<file path="config.mk">
export PLATFORM = sky130hd
export DESIGN_NAME = a4a13_timing_gen
export DESIGN_NICKNAME = d
export VERILOG_FILES = /design/src/rtl/lvdc_timing_pkg.sv /design/src/rtl/lvdc_mod_counter.sv /design/src/rtl/a4a13_timing_gen.sv
export SDC_FILE = /design/constraint.sdc
export NUM_CORES = 1
export LEC_CHECK = 0
export CAP_MARGIN = 20
export CORE_ASPECT_RATIO = 1.25
export CORE_UTILIZATION = 40
export DETAILED_ROUTE_END_ITERATION = 12
export GPL_TIMING_DRIVEN = 0
export HOLD_SLACK_MARGIN = 0.02
export PLACE_DENSITY = 0.81
export SLEW_MARGIN = 40
export SYNTH_ARGS = -nofsm -noshare
export SYNTH_HDL_FRONTEND = slang
export SYNTH_SLANG_ARGS = --single-unit
export TNS_END_PERCENT = 100
</file>
<file path="constraint.sdc">
create_clock -name clk -period 2.2 [get_ports clk]
set_input_delay 0.44 -clock clk [delete_from_list [all_inputs] [get_ports clk]]
set_output_delay 0.44 -clock clk [all_outputs]
set_load 0.005 [all_outputs]
</file>
<file path="src/rtl/lvdc_timing_pkg.sv">
// Shared time-base constants and controller state type for the serial-computer timing generator.
package lvdc_timing_pkg;

  localparam int unsigned CLK_PER_BIT_DEF      = 4;
  localparam int unsigned BITS_PER_PHASE_DEF   = 14;
  localparam int unsigned PHASES_PER_CYCLE_DEF = 3;
  localparam int unsigned CYCLE_CLOCKS         =
      CLK_PER_BIT_DEF * BITS_PER_PHASE_DEF * PHASES_PER_CYCLE_DEF;

  typedef enum logic [1:0] {
    StHalted  = 2'd0,
    StRun     = 2'd1,
    StHalting = 2'd2,
    StStep    = 2'd3
  } tg_state_t;

endpackage

</file>
<file path="src/rtl/lvdc_mod_counter.sv">
// Enable/wrap counter running 1..Max with a terminal-count flag; clear forces it back to 1.
module lvdc_mod_counter #(
  parameter int unsigned Width = 4,
  parameter int unsigned Max   = 14
) (
  input  logic             clk_i,
  input  logic             rst_ni,
  input  logic             en_i,
  input  logic             clr_i,
  output logic [Width-1:0] count_o,
  output logic             tc_o
);

  localparam logic [Width-1:0] MaxVal = Width'(Max);
  localparam logic [Width-1:0] OneVal = Width'(1);

  logic [Width-1:0] count_q, count_d;

  assign tc_o    = (count_q == MaxVal);
  assign count_o = count_q;

  // Out-of-range values (upset) restart the count rather than propagate.
  always_comb begin
    count_d = count_q;
    if (clr_i || (count_q == '0) || (count_q > MaxVal)) begin
      count_d = OneVal;
    end else if (en_i) begin
      count_d = tc_o ? OneVal : count_q + OneVal;
    end
  end

  always_ff @(posedge clk_i or negedge rst_ni) begin
    if (!rst_ni) begin
      count_q <= OneVal;
    end else begin
      count_q <= count_d;
    end
  end

endmodule

</file>
<file path="src/rtl/a4a13_timing_gen.sv">
// Serial-computer time base: sub-bit ring, bit-time and phase counters, and run/halt/step control
// that only ever stops on an instruction-cycle boundary.
module a4a13_timing_gen
  import lvdc_timing_pkg::*;
#(
  parameter int unsigned CLK_PER_BIT      = CLK_PER_BIT_DEF,
  parameter int unsigned BITS_PER_PHASE   = BITS_PER_PHASE_DEF,
  parameter int unsigned PHASES_PER_CYCLE = PHASES_PER_CYCLE_DEF
) (
  input  logic                   clk,
  input  logic                   rst_n,
  input  logic                   run_req,
  input  logic                   step_req,
  output logic [CLK_PER_BIT-1:0] sub_bit,
  output logic [3:0]             bit_time,
  output logic [1:0]             phase,
  output logic                   bit_strobe,
  output logic                   phase_strobe,
  output logic                   cycle_end,
  output logic                   halted,
  output logic                   busy
);

  localparam logic [CLK_PER_BIT-1:0] SubBitStart = CLK_PER_BIT'(1);

  tg_state_t              state_q, state_d;
  logic [CLK_PER_BIT-1:0] sub_bit_q, sub_bit_d;
  logic                   advancing;
  logic                   bit_tc, phase_tc;

  assign advancing = (state_q != StHalted);

  // Strobes decode registered state only, so they are glitch-free.
  assign bit_strobe   = advancing & sub_bit_q[CLK_PER_BIT-1];
  assign phase_strobe = bit_strobe & bit_tc;
  assign cycle_end    = phase_strobe & phase_tc;

  assign sub_bit = sub_bit_q;
  assign halted  = (state_q == StHalted);
  assign busy    = advancing;

  always_comb begin
    sub_bit_d = SubBitStart;
    if (advancing && $onehot(sub_bit_q)) begin
      sub_bit_d = {sub_bit_q[CLK_PER_BIT-2:0], sub_bit_q[CLK_PER_BIT-1]};
    end
  end

  lvdc_mod_counter #(
    .Width (4),
    .Max   (BITS_PER_PHASE)
  ) u_bit_cnt (
    .clk_i   (clk),
    .rst_ni  (rst_n),
    .en_i    (bit_strobe),
    .clr_i   (!advancing),
    .count_o (bit_time),
    .tc_o    (bit_tc)
  );

  lvdc_mod_counter #(
    .Width (2),
    .Max   (PHASES_PER_CYCLE)
  ) u_phase_cnt (
    .clk_i   (clk),
    .rst_ni  (rst_n),
    .en_i    (phase_strobe),
    .clr_i   (!advancing),
    .count_o (phase),
    .tc_o    (phase_tc)
  );

  always_comb begin
    state_d = state_q;
    unique case (state_q)
      StHalted: begin
        if (run_req) begin
          state_d = StRun;
        end else if (step_req) begin
          state_d = StStep;
        end
      end
      StRun: begin
        if (!run_req) begin
          state_d = StHalting;
        end
      end
      StHalting: begin
        if (run_req) begin
          state_d = StRun;
        end else if (cycle_end) begin
          state_d = StHalted;
        end
      end
      StStep: begin
        if (cycle_end) begin
          state_d = run_req ? StRun : StHalted;
        end
      end
      default: state_d = StHalted;
    endcase
  end

  always_ff @(posedge clk or negedge rst_n) begin
    if (!rst_n) begin
      state_q   <= StHalted;
      sub_bit_q <= SubBitStart;
    end else begin
      state_q   <= state_d;
      sub_bit_q <= sub_bit_d;
    end
  end

endmodule
</file>
==> insert_results.sql, run 1 <==
INSERT INTO impl_metrics (metric_group, metric, value, unit) VALUES
('floorplan', 'fp.dieArea', '2062', 'sq um'),
('detailed_routing', 'antenna_violating_nets_post_route', '0', ''),
('detailed_routing', 'avgRoutedWirePerCell', '15.95', 'microns'),
('setup_path', 'timing.critical_path.required', '1760', 'ps'),
('global_routing', 'grt_antenna_before_repair', '0', ''),
('final_layout', 'final_core_util', '0.6570', ''),
('clock_network', 'cts-buffers-inserted', '3', ''),
('timing', 'fin_worst_skew', '4.069', 'ps'),
('synthesis', 'avgSynthCellArea', '9.911', 'sq um'),
('power', 'power_per_cell_area', '1031', 'nW/um^2'),
('timing', 'final.min_clock_period', '2159', 'ps'),
('power', 'total_power', '1.196', 'mW'),
('final_layout', 'antennaDiodeCount', '0', ''),
('setup_path', 'crit_type', 'flip-flop to output pin', ''),
('synthesis', 'mappedNetlistNets', '89', ''),
('placed_design', 'dpl-instance-area', '957.2', 'sq um'),
('detailed_routing', 'final_routed_wirelength_across_all_metal_layers', '2057', 'microns'),
('global_routing', 'gr_util_all_layers', '0.2418', ''),
('setup_path', 'timing.critical_path.slowest_stage_cell', 'sky130_fd_sc_hd__dfstp_2', ''),
('timing', 'timing.final.max_slew_violations', '0', ''),
('global_routing', 'grt_remaining_overflow', '0', ''),
('detailed_routing', 'detail_route.iter0.violations', '19', ''),
('setup_path', 'path_cells', 'inv_2 -> ha_4 -> clkbuf_8 -> nand4_1 -> nor3b_2 -> clkdlybuf4s15_1', ''),
('outcome', 'run_status', 'completed', ''),
('global_routing', 'grt_max_degree', '13', ''),
('setup_path', 'crit_arrival', '1720', 'ps'),
('timing', 'clock.fmax', '0.4632', 'GHz'),
('floorplan', 'placement_rows', '17', ''),
('timing', 'rsz_0062_raised_after_global_routing', 'true', ''),
('timing', 'worst_case_hold_slack', '502.1', 'ps'),
('floorplan', 'start_util', '0.4266', ''),
('final_layout', 'stdcell_area', '1160', 'sq um'),
('detailed_routing', 'drt-pass1-iter-count', '4', ''),
('timing', 'setup-tns-final', '0', 'ps'),
('synthesis', 'synth_sequential_area_ratio', '0.4037', ''),
('power', 'total_leakage_power', '0.5240', 'nW'),
('floorplan', 'core', '1765', 'sq um'),
('setup_path', 'r2r.worst_path.cells', '13', ''),
('clock_network', 'clock_tree_from_tritoncts', 'yes', ''),
('final_layout', 'areaGrowthSynthToFinish', '53.99', '%'),
('clock_network', 'cts_root_buf', 'sky130_fd_sc_hd__clkbuf_4', ''),
('setup_path', 'startpoint_of_the_most_critical_register_to_register_path', 'u_bit_cnt.count_o[0]$_DFFE_PN1P_', ''),
('setup_path', 'critical_path.startpoint_type', 'flip-flop', ''),
('timing', 'finalSetupViolations', '0', ''),
('setup_path', 'critPathMaxFanout', '4', ''),
('timing', 'final_hold_vios', '0', ''),
('hold_path', 'hp-class', 'input pin to asynchronous set/reset pin', ''),
('clock_network', 'tritoncts_num_sinks', '12', ''),
('detailed_routing', 'post-route-drc-count', '0', ''),
('global_routing', 'grt_pass1_vias', '739', ''),
('final_layout', 'drive_above_1_share', '0.3273', ''),
('timing', 'timing.final.crit_share', '0.9813', ''),
('setup_path', 'rr_endpoint', 'u_phase_cnt.count_o[0]$_DFFE_PN1P_', ''),
('final_layout', 'design.final.nets', '124', ''),
('synthesis', 'ys_seq_elements', '12', ''),
('setup_path', 'slowest_delay', '380', 'ps'),
('placed_design', 'total_half_perimeter_wirelength_after_legalization_and_detailed_placement', '1204', 'microns'),
('clock_network', 'clock_tree.htree_level_count', '1', ''),
('detailed_routing', 'via_count', '735', ''),
('global_routing', 'grt_pass1_wl', '3332', 'microns'),
('setup_path', 'crit_start', 'u_bit_cnt.count_o[0]$_DFFE_PN1P_', ''),
('synthesis', 'yosys_warnings', '0', ''),
('clock_network', 'clk_latency', '280', 'ps'),
('timing', 'worst_pin_slew', '531.3', 'ps'),
('placed_design', 'gp_routability_congestion', '0.7436', ''),
('placed_design', 'io_buffers', '18', ''),
('clock_network', 'clkTransAtPathRegs', '80', 'ps'),
('setup_path', 'reg2reg_setup_slack', '50', 'ps'),
('floorplan', 'die_x', '40.81', 'microns'),
('clock_network', 'max-clock-path-buffers', '2', ''),
('synthesis', 'ys_types', '34', ''),
('synthesis', 'netlist_area', '753.2', 'sq um'),
('detailed_routing', 'route.detailed.vias_per_inst', '5.698', ''),
('floorplan', 'ioPinCount', '19', ''),
('flow_run', 'maxcap_violations', '0', ''),
('timing', 'slew_headroom', '0.6447', ''),
('floorplan', 'die_h', '50.52', 'microns'),
('power', 'vdd_drop_max', '0.7147', 'mV'),
('setup_path', 'worstSetupEndpointType', 'output pin', ''),
('synthesis', 'syn-instance-count', '76', '');
-- area by class of cell --
type	instances	area (sq um)
fillers	143	605.6
multi-input cells	50	430.4
flip-flops and latches	12	306.5
repair buffers	30	289.0
inverters	11	43.79
clock buffers	4	36.28
plain buffers	3	30.03
well taps	19	23.77
-- synth_stat cells --
cell                       n  area, sq um
sky130_fd_sc_hd__dfrtp_1   9        225.2
sky130_fd_sc_hd__inv_1     9        33.78
sky130_fd_sc_hd__ha_1      8        100.1
sky130_fd_sc_hd__a21oi_1   6        30.03
sky130_fd_sc_hd__nor2_1    4        15.01
sky130_fd_sc_hd__and2_1    3        18.77
sky130_fd_sc_hd__dfstp_2   3        78.83
sky130_fd_sc_hd__nand2_1   3        11.26
sky130_fd_sc_hd__o211ai_1  3        22.52
sky130_fd_sc_hd__nand3_1   2        10.01
sky130_fd_sc_hd__nor3_1    2        10.01
sky130_fd_sc_hd__o21ai_0   2        10.01
sky130_fd_sc_hd__a2111o_1  1        11.26
sky130_fd_sc_hd__a211oi_1  1        7.510
sky130_fd_sc_hd__a21o_1    1        7.510
sky130_fd_sc_hd__a41oi_1   1        8.760
sky130_fd_sc_hd__and3b_1   1        8.760
sky130_fd_sc_hd__buf_2     1        5.000
sky130_fd_sc_hd__buf_6     1        11.26
sky130_fd_sc_hd__clkbuf_2  1        5.000
sky130_fd_sc_hd__clkinv_1  1        3.750
sky130_fd_sc_hd__fa_1      1        20.02
sky130_fd_sc_hd__inv_2     1        3.750
sky130_fd_sc_hd__nand3b_1  1        7.510
sky130_fd_sc_hd__nand4_1   1        6.260
sky130_fd_sc_hd__nor3b_1   1        7.510
sky130_fd_sc_hd__nor4b_1   1        8.760
sky130_fd_sc_hd__nor4b_2   1        15.01
sky130_fd_sc_hd__o21ba_2   1        10.01
sky130_fd_sc_hd__o22ai_1   1        6.260
sky130_fd_sc_hd__o41ai_1   1        8.760
sky130_fd_sc_hd__or2_4     1        8.760
sky130_fd_sc_hd__or3_1     1        6.260
sky130_fd_sc_hd__or4b_1    1        10.01
-- registers in the layout, indices dropped and copies added, names as in the netlist --
signal and count:
sub_bit 4, u_phase_cnt.count_o 2, state_q 2, u_bit_cnt.count_o 4
-- what timing repair did --
action	4_1_cts	5_1_grt
hold buffers	0	0
pin swaps	6	4
endpoints found under the setup margin	6	6
buffers inserted	12	1
resized for setup	19	5
-- cell usage in the layout (no fill, tap or decap), types with 3 or more instances in the layout --
cell type                         instances
sky130_fd_sc_hd__a21oi_1                  6
sky130_fd_sc_hd__inv_1                    7
sky130_fd_sc_hd__clkdlybuf4s50_1         16
sky130_fd_sc_hd__nand2_1                  3
sky130_fd_sc_hd__inv_2                    3
sky130_fd_sc_hd__buf_6                    6
sky130_fd_sc_hd__o211ai_1                 3
sky130_fd_sc_hd__nor2_1                   3
sky130_fd_sc_hd__and2_1                   3
sky130_fd_sc_hd__ha_1                     5
sky130_fd_sc_hd__dfrtp_1                  7
sky130_fd_sc_hd__clkbuf_4                 3
sky130_fd_sc_hd__dfstp_2                  3
sky130_fd_sc_hd__buf_4                    7
-- worst max-delay path by stage --
stage	endpoint	slack, ps	cells after the start
after global routing	u_phase_cnt.count_o[0]$_DFFE_PN1P_	-40	13
final	cycle_end	40	6
after detailed placement	sub_bit[1]$_DFF_PN0_	-240	7
after CTS	u_phase_cnt.count_o[0]$_DFFE_PN1P_	0.8	13
after floorplan	sub_bit[1]$_DFF_PN0_	50	7
after global placement	sub_bit[2]$_DFF_PN0_	-160	7
-- routing by layer --
metal,up-vias,part of all wire,wire (microns),track usage
met2,37,0.53,1083,0.3932
met4,0,0.031,64,0.08333
li1,332,-,-,-
met5,-,0,0,0
met3,9,0.063,129,0.03982
met1,357,0.38,780,0.3088
-- critical path: cells and delay by family, from the launching register on --
family,cells,cell delay (ps)
buf+inv,3,450
fa+ha+maj,1,120
simple gates,2,500
flops,1,380
-- logic make-up after synthesis --
logic type	count (synthesis)	share of synthesized area
AO/OA/AOI/OAI	18	0.1628
adder cells (fa/ha/maj)	9	0.1595
buffers and inverters	14	0.08303
flip-flops	12	0.4037
AND/OR/NAND/NOR	23	0.1910
-- report_power, final --
| part | internal, mW | switching [mW] | leakage, nW |
|---|---|---|---|
| combinational | 0.349 | 0.284 | 0.365 |
| clock | 0.101 | 0.0797 | 0.0210 |
| sequential | 0.306 | 0.0769 | 0.138 |
-- metrics by stage --
step | instances | setup WS [ps]
final | 129 | 41.11
after global routing | 129 | -43.67
after CTS | 128 | 0.8289
after detailed placement | 113 | -244.0
after global placement | 113 | -161.9
after floorplan | 76 | 46.35
No activity file was read; power rests on OpenSTA's default activity.
==> run 2: changes to the inputs <==
- PLACE_DENSITY: 0.81 -> 0.78
- clock period: 2.2 -> 2.73 ns (I/O delays scaled with it)
==> insert_results.sql, run 2 (same netlist as run 1, synthesis figures left out) <==
INSERT INTO impl_metrics (metric_group, metric, value, unit) VALUES
('outcome', 'run_status', 'completed', ''),
('placed_design', 'gp_routability_congestion', '0.7919', ''),
('detailed_routing', 'final_routed_wirelength_across_all_metal_layers', '1468', 'microns'),
('global_routing', 'grt_remaining_overflow', '0', ''),
('timing', 'rsz_0062_raised_after_global_routing', 'false', ''),
('setup_path', 'r2r.worst_path.cells', '7', ''),
('timing', 'fin_worst_skew', '7.781', 'ps'),
('global_routing', 'grt_pass1_vias', '586', ''),
('global_routing', 'grt_antenna_before_repair', '0', ''),
('setup_path', 'timing.critical_path.slowest_stage_cell', 'sky130_fd_sc_hd__clkdlybuf4s50_1', ''),
('timing', 'final.min_clock_period', '2605', 'ps'),
('final_layout', 'final_cell_mix', '17 x sky130_fd_sc_hd__clkdlybuf4s50_1, 9 x sky130_fd_sc_hd__inv_1, 8 x sky130_fd_sc_hd__ha_1, 8 x sky130_fd_sc_hd__dfrtp_1, 6 x sky130_fd_sc_hd__a21oi_1', ''),
('setup_path', 'critical_path.startpoint_type', 'flip-flop', ''),
('timing', 'worst_case_hold_slack', '508.9', 'ps'),
('setup_path', 'startpoint_of_the_most_critical_register_to_register_path', 'sub_bit[3]$_DFF_PN0_', ''),
('global_routing', 'grt_pass1_wl', '2470', 'microns'),
('final_layout', 'design.final.nets', '112', ''),
('final_layout', 'nFillCells', '149', ''),
('setup_path', 'reg2reg_setup_slack', '320', 'ps'),
('setup_path', 'crit_type', 'flip-flop to output pin', ''),
('setup_path', 'slowest_delay', '540', 'ps'),
('timing', 'timing.final.crit_share', '0.9542', ''),
('final_layout', 'areaGrowthSynthToFinish', '33.06', '%'),
('timing', 'clock.fmax', '0.3839', 'GHz'),
('detailed_routing', 'avgRoutedWirePerCell', '12.55', 'microns'),
('global_routing', 'grt_max_degree', '13', ''),
('floorplan', 'start_util', '0.4266', ''),
('global_routing', 'gr_util_all_layers', '0.1823', ''),
('setup_path', 'timing.critical_path.required', '2180', 'ps'),
('detailed_routing', 'detail_route.iter0.violations', '4', ''),
('hold_path', 'hp-class', 'flip-flop to flip-flop', ''),
('floorplan', 'core', '1765', 'sq um'),
('clock_network', 'cts_root_buf', 'sky130_fd_sc_hd__clkbuf_4', ''),
('clock_network', 'clock_tree_from_tritoncts', 'yes', ''),
('setup_path', 'worstSetupEndpointType', 'output pin', ''),
('timing', 'finalSetupViolations', '0', ''),
('placed_design', 'dpl-instance-area', '957.2', 'sq um'),
('timing', 'timing.final.max_slew_violations', '0', ''),
('setup_path', 'crit_arrival', '2060', 'ps'),
('final_layout', 'most_common_cell_after_layout_fill_and_taps_aside', 'sky130_fd_sc_hd__clkdlybuf4s50_1', ''),
('floorplan', 'die_x', '40.81', 'microns'),
('detailed_routing', 'antenna_violating_nets_post_route', '0', ''),
('timing', 'fin_ws', '124.9', 'ps'),
('timing', 'worst_pin_slew', '532.9', 'ps'),
('detailed_routing', 'post-route-drc-count', '0', ''),
('clock_network', 'clkTransAtPathRegs', '80', 'ps'),
('setup_path', 'path_cells', 'inv_1 -> ha_1 -> buf_2 -> nand4_1 -> nor2_1 -> clkdlybuf4s50_1', ''),
('timing', 'setup-tns-final', '0', 'ps'),
('timing', 'slew_headroom', '0.6436', ''),
('clock_network', 'clock_tree.htree_level_count', '1', ''),
('power', 'vdd_drop_max', '0.4216', 'mV'),
('power', 'power_per_cell_area', '849.1', 'nW/um^2'),
('clock_network', 'cts-buffers-inserted', '3', ''),
('flow_run', 'maxcap_violations', '0', ''),
('floorplan', 'placement_rows', '17', ''),
('final_layout', 'antennaDiodeCount', '0', ''),
('placed_design', 'preCtsSetupSlack', '245.4', 'ps'),
('final_layout', 'stdcell_area', '1002', 'sq um'),
('clock_network', 'cts_setup_buffers', '0', ''),
('placed_design', 'io_buffers', '18', ''),
('clock_network', 'tritoncts_num_sinks', '12', ''),
('detailed_routing', 'route.detailed.vias_per_inst', '5.325', ''),
('placed_design', 'total_half_perimeter_wirelength_after_legalization_and_detailed_placement', '1094', 'microns'),
('setup_path', 'crit_start', 'u_bit_cnt.count_o[0]$_DFFE_PN1P_', ''),
('setup_path', 'critPathMaxFanout', '8', ''),
('final_layout', 'drive_above_1_share', '0.1633', ''),
('floorplan', 'ioPinCount', '19', ''),
('floorplan', 'fp.dieArea', '2062', 'sq um'),
('setup_path', 'rr_endpoint', 'sub_bit[1]$_DFF_PN0_', ''),
('setup_path', 'crit_end', 'phase_strobe', ''),
('clock_network', 'max-clock-path-buffers', '2', ''),
('detailed_routing', 'via_count', '623', ''),
('timing', 'final_hold_vios', '0', ''),
('clock_network', 'clk_latency', '280', 'ps'),
('floorplan', 'die_h', '50.52', 'microns'),
('detailed_routing', 'drt-pass1-iter-count', '4', ''),
('power', 'total_leakage_power', '0.4799', 'nW');
run 2: changes by cell type in the layout (fill, tap and decap cells not counted), sizes merged:
| cell | previous run | this run |
|---|---|---|
| buf | 14 | 3 |
| inv | 11 | 10 |
| clkdlybuf4s15 | 2 | 0 |
| clkinv | 0 | 1 |
| clkbuf | 5 | 4 |
| dlymetal6s2s | 0 | 1 |
| clkdlybuf4s50 | 16 | 17 |
run 2: how the worst min path moves through the flow:
stage	from	cells past startpoint	slack [ps]	end
after global routing	sub_bit[1]$_DFF_PN0_	1	550	sub_bit[2]$_DFF_PN0_
final	sub_bit[1]$_DFF_PN0_	1	510	sub_bit[2]$_DFF_PN0_
after floorplan	rst_n	0	250	state_q[0]$_DFFE_PN0P_
after detailed placement	sub_bit[1]$_DFF_PN0_	1	500	sub_bit[2]$_DFF_PN0_
after CTS	sub_bit[1]$_DFF_PN0_	1	520	sub_bit[2]$_DFF_PN0_
after global placement	sub_bit[1]$_DFF_PN0_	1	490	sub_bit[2]$_DFF_PN0_
run 2: layer usage:
layer  wire length [microns]  up-vias  track usage  part of all wire
li1                        -      309            -                 -
met1                     648      298       0.2319              0.44
met2                     715       11       0.2578              0.49
met3                      54        5      0.03982             0.037
met4                      50        0       0.1333             0.034
met5                       0        -            0                 0
run 2: layout make-up:
cell class              count  area, sq um  area share
repair buffers             18        182.7      0.1823
clock buffers               4        36.28     0.03620
multi-input cells          50        391.6      0.3908
inverters                  11        41.29     0.04120
plain buffers               3        21.27     0.02122
well taps                  19        23.77     0.02372
flip-flops and latches     12        305.3      0.3046
run 2: worst max-delay path: cells and delay by family (launching register included):
family,cells,cell delay (ps)
simple gates,2,440
buf+inv,3,800
flops,1,400
fa+ha+maj,1,140
run 2: metrics by stage:
| stage | util | cells | power (mW) |
|---|---|---|---|
| final | 0.5677 | 117 | 0.8510 |
| after global routing | 0.5677 | 117 | 0.9294 |
| after CTS | 0.5656 | 117 | 0.8586 |
| after detailed placement | 0.5422 | 113 | 0.7055 |
| after global placement | 0.5422 | 113 | 0.6900 |
| after floorplan | - | 76 | 0.5360 |
run 2: report_power, final:
part / leakage, nW / internal [mW] / switching, mW
combinational: 0.319 / 0.218 / 0.179
clock: 0.0210 / 0.0813 / 0.0643
sequential: 0.140 / 0.246 / 0.0622
total: 0.480 / 0.545 / 0.306
run 2: timing repair:
item                                    4_1_cts  5_1_grt
endpoints found under the setup margin        1        2
hold buffers                                  0        0
pin swaps                                     0        2
gates resized for setup                       1        3
==> run 3: changes to the inputs <==
- CORE_ASPECT_RATIO: 1.25 -> unset
==> insert_results.sql, run 3 (same netlist as run 1, synthesis figures left out) <==
INSERT INTO impl_metrics (metric_group, metric, value, unit) VALUES
('detailed_routing', 'avgRoutedWirePerCell', '11.62', 'microns'),
('setup_path', 'crit_type', 'flip-flop to output pin', ''),
('setup_path', 'timing.critical_path.slowest_stage_cell', 'sky130_fd_sc_hd__dfstp_2', ''),
('global_routing', 'grt_pass1_vias', '550', ''),
('setup_path', 'rr_endpoint', 'sub_bit[3]$_DFF_PN0_', ''),
('global_routing', 'grt_max_degree', '13', ''),
('final_layout', 'final_cell_mix', '17 x sky130_fd_sc_hd__clkdlybuf4s50_1, 9 x sky130_fd_sc_hd__inv_1, 8 x sky130_fd_sc_hd__ha_1, 8 x sky130_fd_sc_hd__dfrtp_1, 6 x sky130_fd_sc_hd__a21oi_1', ''),
('setup_path', 'timing.critical_path.required', '2180', 'ps'),
('final_layout', 'most_common_cell_after_layout_fill_and_taps_aside', 'sky130_fd_sc_hd__clkdlybuf4s50_1', ''),
('global_routing', 'grt_pass1_wl', '2387', 'microns'),
('power', 'p_clk_frac', '0.165', ''),
('setup_path', 'slowest_delay', '580', 'ps'),
('timing', 'slew_headroom', '0.6658', ''),
('final_layout', 'layout.area.seq', '305.3', 'sq um'),
('floorplan', 'ioPinCount', '19', ''),
('global_routing', 'grt_remaining_overflow', '0', ''),
('power', 'total_switching_power', '296.5', 'uW'),
('final_layout', 'drive_above_1_share', '0.1735', ''),
('clock_network', 'cts_setup_buffers', '0', ''),
('power', 'power_per_cell_area', '829.7', 'nW/um^2'),
('global_routing', 'gr_util_all_layers', '0.1635', ''),
('power', 'cell_internal_pwr', '545.4', 'uW'),
('clock_network', 'cts_root_buf', 'sky130_fd_sc_hd__clkbuf_4', ''),
('power', 'vdd_drop_max', '0.4683', 'mV'),
('floorplan', 'placement_rows', '15', ''),
('detailed_routing', 'via_count', '636', ''),
('power', 'power.switching_fraction', '0.3522', ''),
('detailed_routing', 'route.detailed.vias_per_inst', '5.171', ''),
('hold_path', 'timing.hold.worst.start', 'sub_bit[1]$_DFF_PN0_', ''),
('flow_run', 'maxcap_violations', '0', ''),
('clock_network', 'max-clock-path-buffers', '2', ''),
('placed_design', 'total_half_perimeter_wirelength_after_legalization_and_detailed_placement', '1101', 'microns'),
('timing', 'rsz_0062_raised_after_global_routing', 'false', ''),
('floorplan', 'fp.dieArea', '2061', 'sq um'),
('setup_path', 'reg2reg_setup_slack', '300', 'ps'),
('timing', 'clock.fmax', '0.3951', 'GHz'),
('setup_path', 'startpoint_of_the_most_critical_register_to_register_path', 'sub_bit[3]$_DFF_PN0_', ''),
('setup_path', 'critPathMaxFanout', '8', ''),
('hold_path', 'cell_depth_of_the_worst_min_delay_path', '1', ''),
('timing', 'timing.final.crit_share', '0.9270', ''),
('final_layout', 'nFillCells', '166', ''),
('final_layout', 'antennaDiodeCount', '0', ''),
('final_layout', 'multiInputGateArea', '394.1', 'sq um'),
('hold_path', 'worst_hold_path.endpoint', 'sub_bit[2]$_DFF_PN0_', ''),
('clock_network', 'clkTransAtPathRegs', '70', 'ps'),
('timing', 'timing.final.max_slew_violations', '0', ''),
('placed_design', 'io_buffers', '18', ''),
('detailed_routing', 'drt-pass1-iter-count', '4', ''),
('final_layout', 'areaGrowthSynthToFinish', '34.72', '%'),
('timing', 'final.min_clock_period', '2531', 'ps'),
('detailed_routing', 'antenna_violating_nets_post_route', '0', ''),
('final_layout', 'post_layout_nonfiller_instances', '123', ''),
('setup_path', 'crit_arrival', '1980', 'ps'),
('clock_network', 'clk_latency', '270', 'ps'),
('clock_network', 'cts-buffers-inserted', '3', ''),
('setup_path', 'r2r.worst_path.cells', '7', ''),
('placed_design', 'gp_routability_congestion', '0.8604', ''),
('floorplan', 'die_h', '45.40', 'microns'),
('setup_path', 'crit_start', 'u_bit_cnt.count_o[0]$_DFFE_PN1P_', ''),
('hold_path', 'hp-class', 'flip-flop to flip-flop', ''),
('floorplan', 'die_x', '45.40', 'microns'),
('setup_path', 'critical_path.startpoint_type', 'flip-flop', ''),
('timing', 'worst_pin_slew', '499.7', 'ps'),
('power', 'pwr-share-comb', '0.467', ''),
('clock_network', 'clock_tree_from_tritoncts', 'yes', ''),
('final_layout', 'design.final.nets', '112', ''),
('detailed_routing', 'final_routed_wirelength_across_all_metal_layers', '1429', 'microns'),
('placed_design', 'number_of_cells_in_the_design_after_placement', '119', ''),
('clock_network', 'clock_tree.htree_level_count', '1', ''),
('timing', 'finalSetupViolations', '0', ''),
('detailed_routing', 'post-route-drc-count', '0', ''),
('timing', 'fin_worst_skew', '8.536', 'ps'),
('clock_network', 'tritoncts_num_sinks', '12', ''),
('outcome', 'run_status', 'completed', ''),
('floorplan', 'start_util', '0.4315', ''),
('setup_path', 'path_cells', 'inv_1 -> ha_1 -> clkbuf_4 -> nand4_1 -> nor2_2 -> clkdlybuf4s50_1', ''),
('timing', 'setup-tns-final', '0', 'ps'),
('power', 'total_leakage_power', '0.4788', 'nW'),
('timing', 'final_hold_vios', '0', ''),
('power', 'total_power', '841.9', 'uW'),
('power', 'seqPwrFrac', '0.369', ''),
('detailed_routing', 'detail_route.iter0.violations', '8', ''),
('clock_network', 'cts-hold-fix-buffers', '0', ''),
('global_routing', 'grt_antenna_before_repair', '0', ''),
('setup_path', 'worstSetupEndpointType', 'output pin', ''),
('floorplan', 'core', '1745', 'sq um');
-- run 3: cell count changes in the layout (fill, tap and decap cells not counted) --
cell	delta
sky130_fd_sc_hd__nor2_2	+1
sky130_fd_sc_hd__clkbuf_4	+1
sky130_fd_sc_hd__buf_2	-1
sky130_fd_sc_hd__nor2_1	-1
-- run 3: worst max path at each step --
stage,endpoint
global route,phase_strobe
CTS,cycle_end
global placement,cycle_end
detailed placement,cycle_end
floorplan,sub_bit[1]$_DFF_PN0_
finish,phase_strobe
-- run 3: area by class of cell --
type | instances | share of cell area
Tap cell | 25 | 0.03083
Sequential cell | 12 | 0.3009
Clock buffer | 4 | 0.03576
Buffer | 3 | 0.02343
Timing Repair Buffer | 18 | 0.1800
Multi-Input combinational cell | 50 | 0.3884
Inverter | 11 | 0.04069
-- run 3: per-stage QoR --
| stage | setup slack (ps) | cell area [sq um] | hold WS [ps] | utilization |
|---|---|---|---|---|
| finish | 199.3 | 1015 | 516.4 | 0.5814 |
| global route | 47.97 | 1015 | 552.2 | 0.5814 |
| CTS | 61.40 | 1006 | 526.5 | 0.5763 |
| detailed placement | 253.7 | 964.7 | 505.9 | 0.5527 |
| global placement | 307.1 | 964.7 | 506.0 | 0.5527 |
| floorplan | 576.4 | 753.2 | 250.4 | - |
-- run 3: layer usage --
| metal | vias to the layer above | share of wire | GRT usage |
|---|---|---|---|
| li1 | 315 | - | - |
| met1 | 304 | 0.45 | 0.2148 |
| met2 | 17 | 0.50 | 0.2571 |
| met3 | 0 | 0.051 | 0.07143 |
| met4 | 0 | 0 | 0.01818 |
| met5 | - | 0 | 0 |
-- run 3: repair_timing --
action | in CTS | in global routing
hold endpoints to repair | 0 | 0
resized for setup | 1 | 5
pin swaps | 0 | 2
endpoints found under the setup margin | 1 | 2
-- run 3: critical path, delay by kind of cell (launching register included) --
family | cells | cell delay, ps
adder cells (fa/ha/maj) | 1 | 190
buffers and inverters | 3 | 680
flip-flops | 1 | 580
AND/OR/NAND/NOR | 2 | 270
-- run 3: power groups by stage --
stage | sequential, mW | combinational, mW | clock, mW
after global placement | 0.311 | 0.377 | 0
final | 0.310 | 0.393 | 0.139
after floorplan | 0.305 | 0.231 | 0
after detailed placement | 0.313 | 0.395 | 0
after global routing | 0.321 | 0.445 | 0.153
after CTS | 0.310 | 0.397 | 0.143
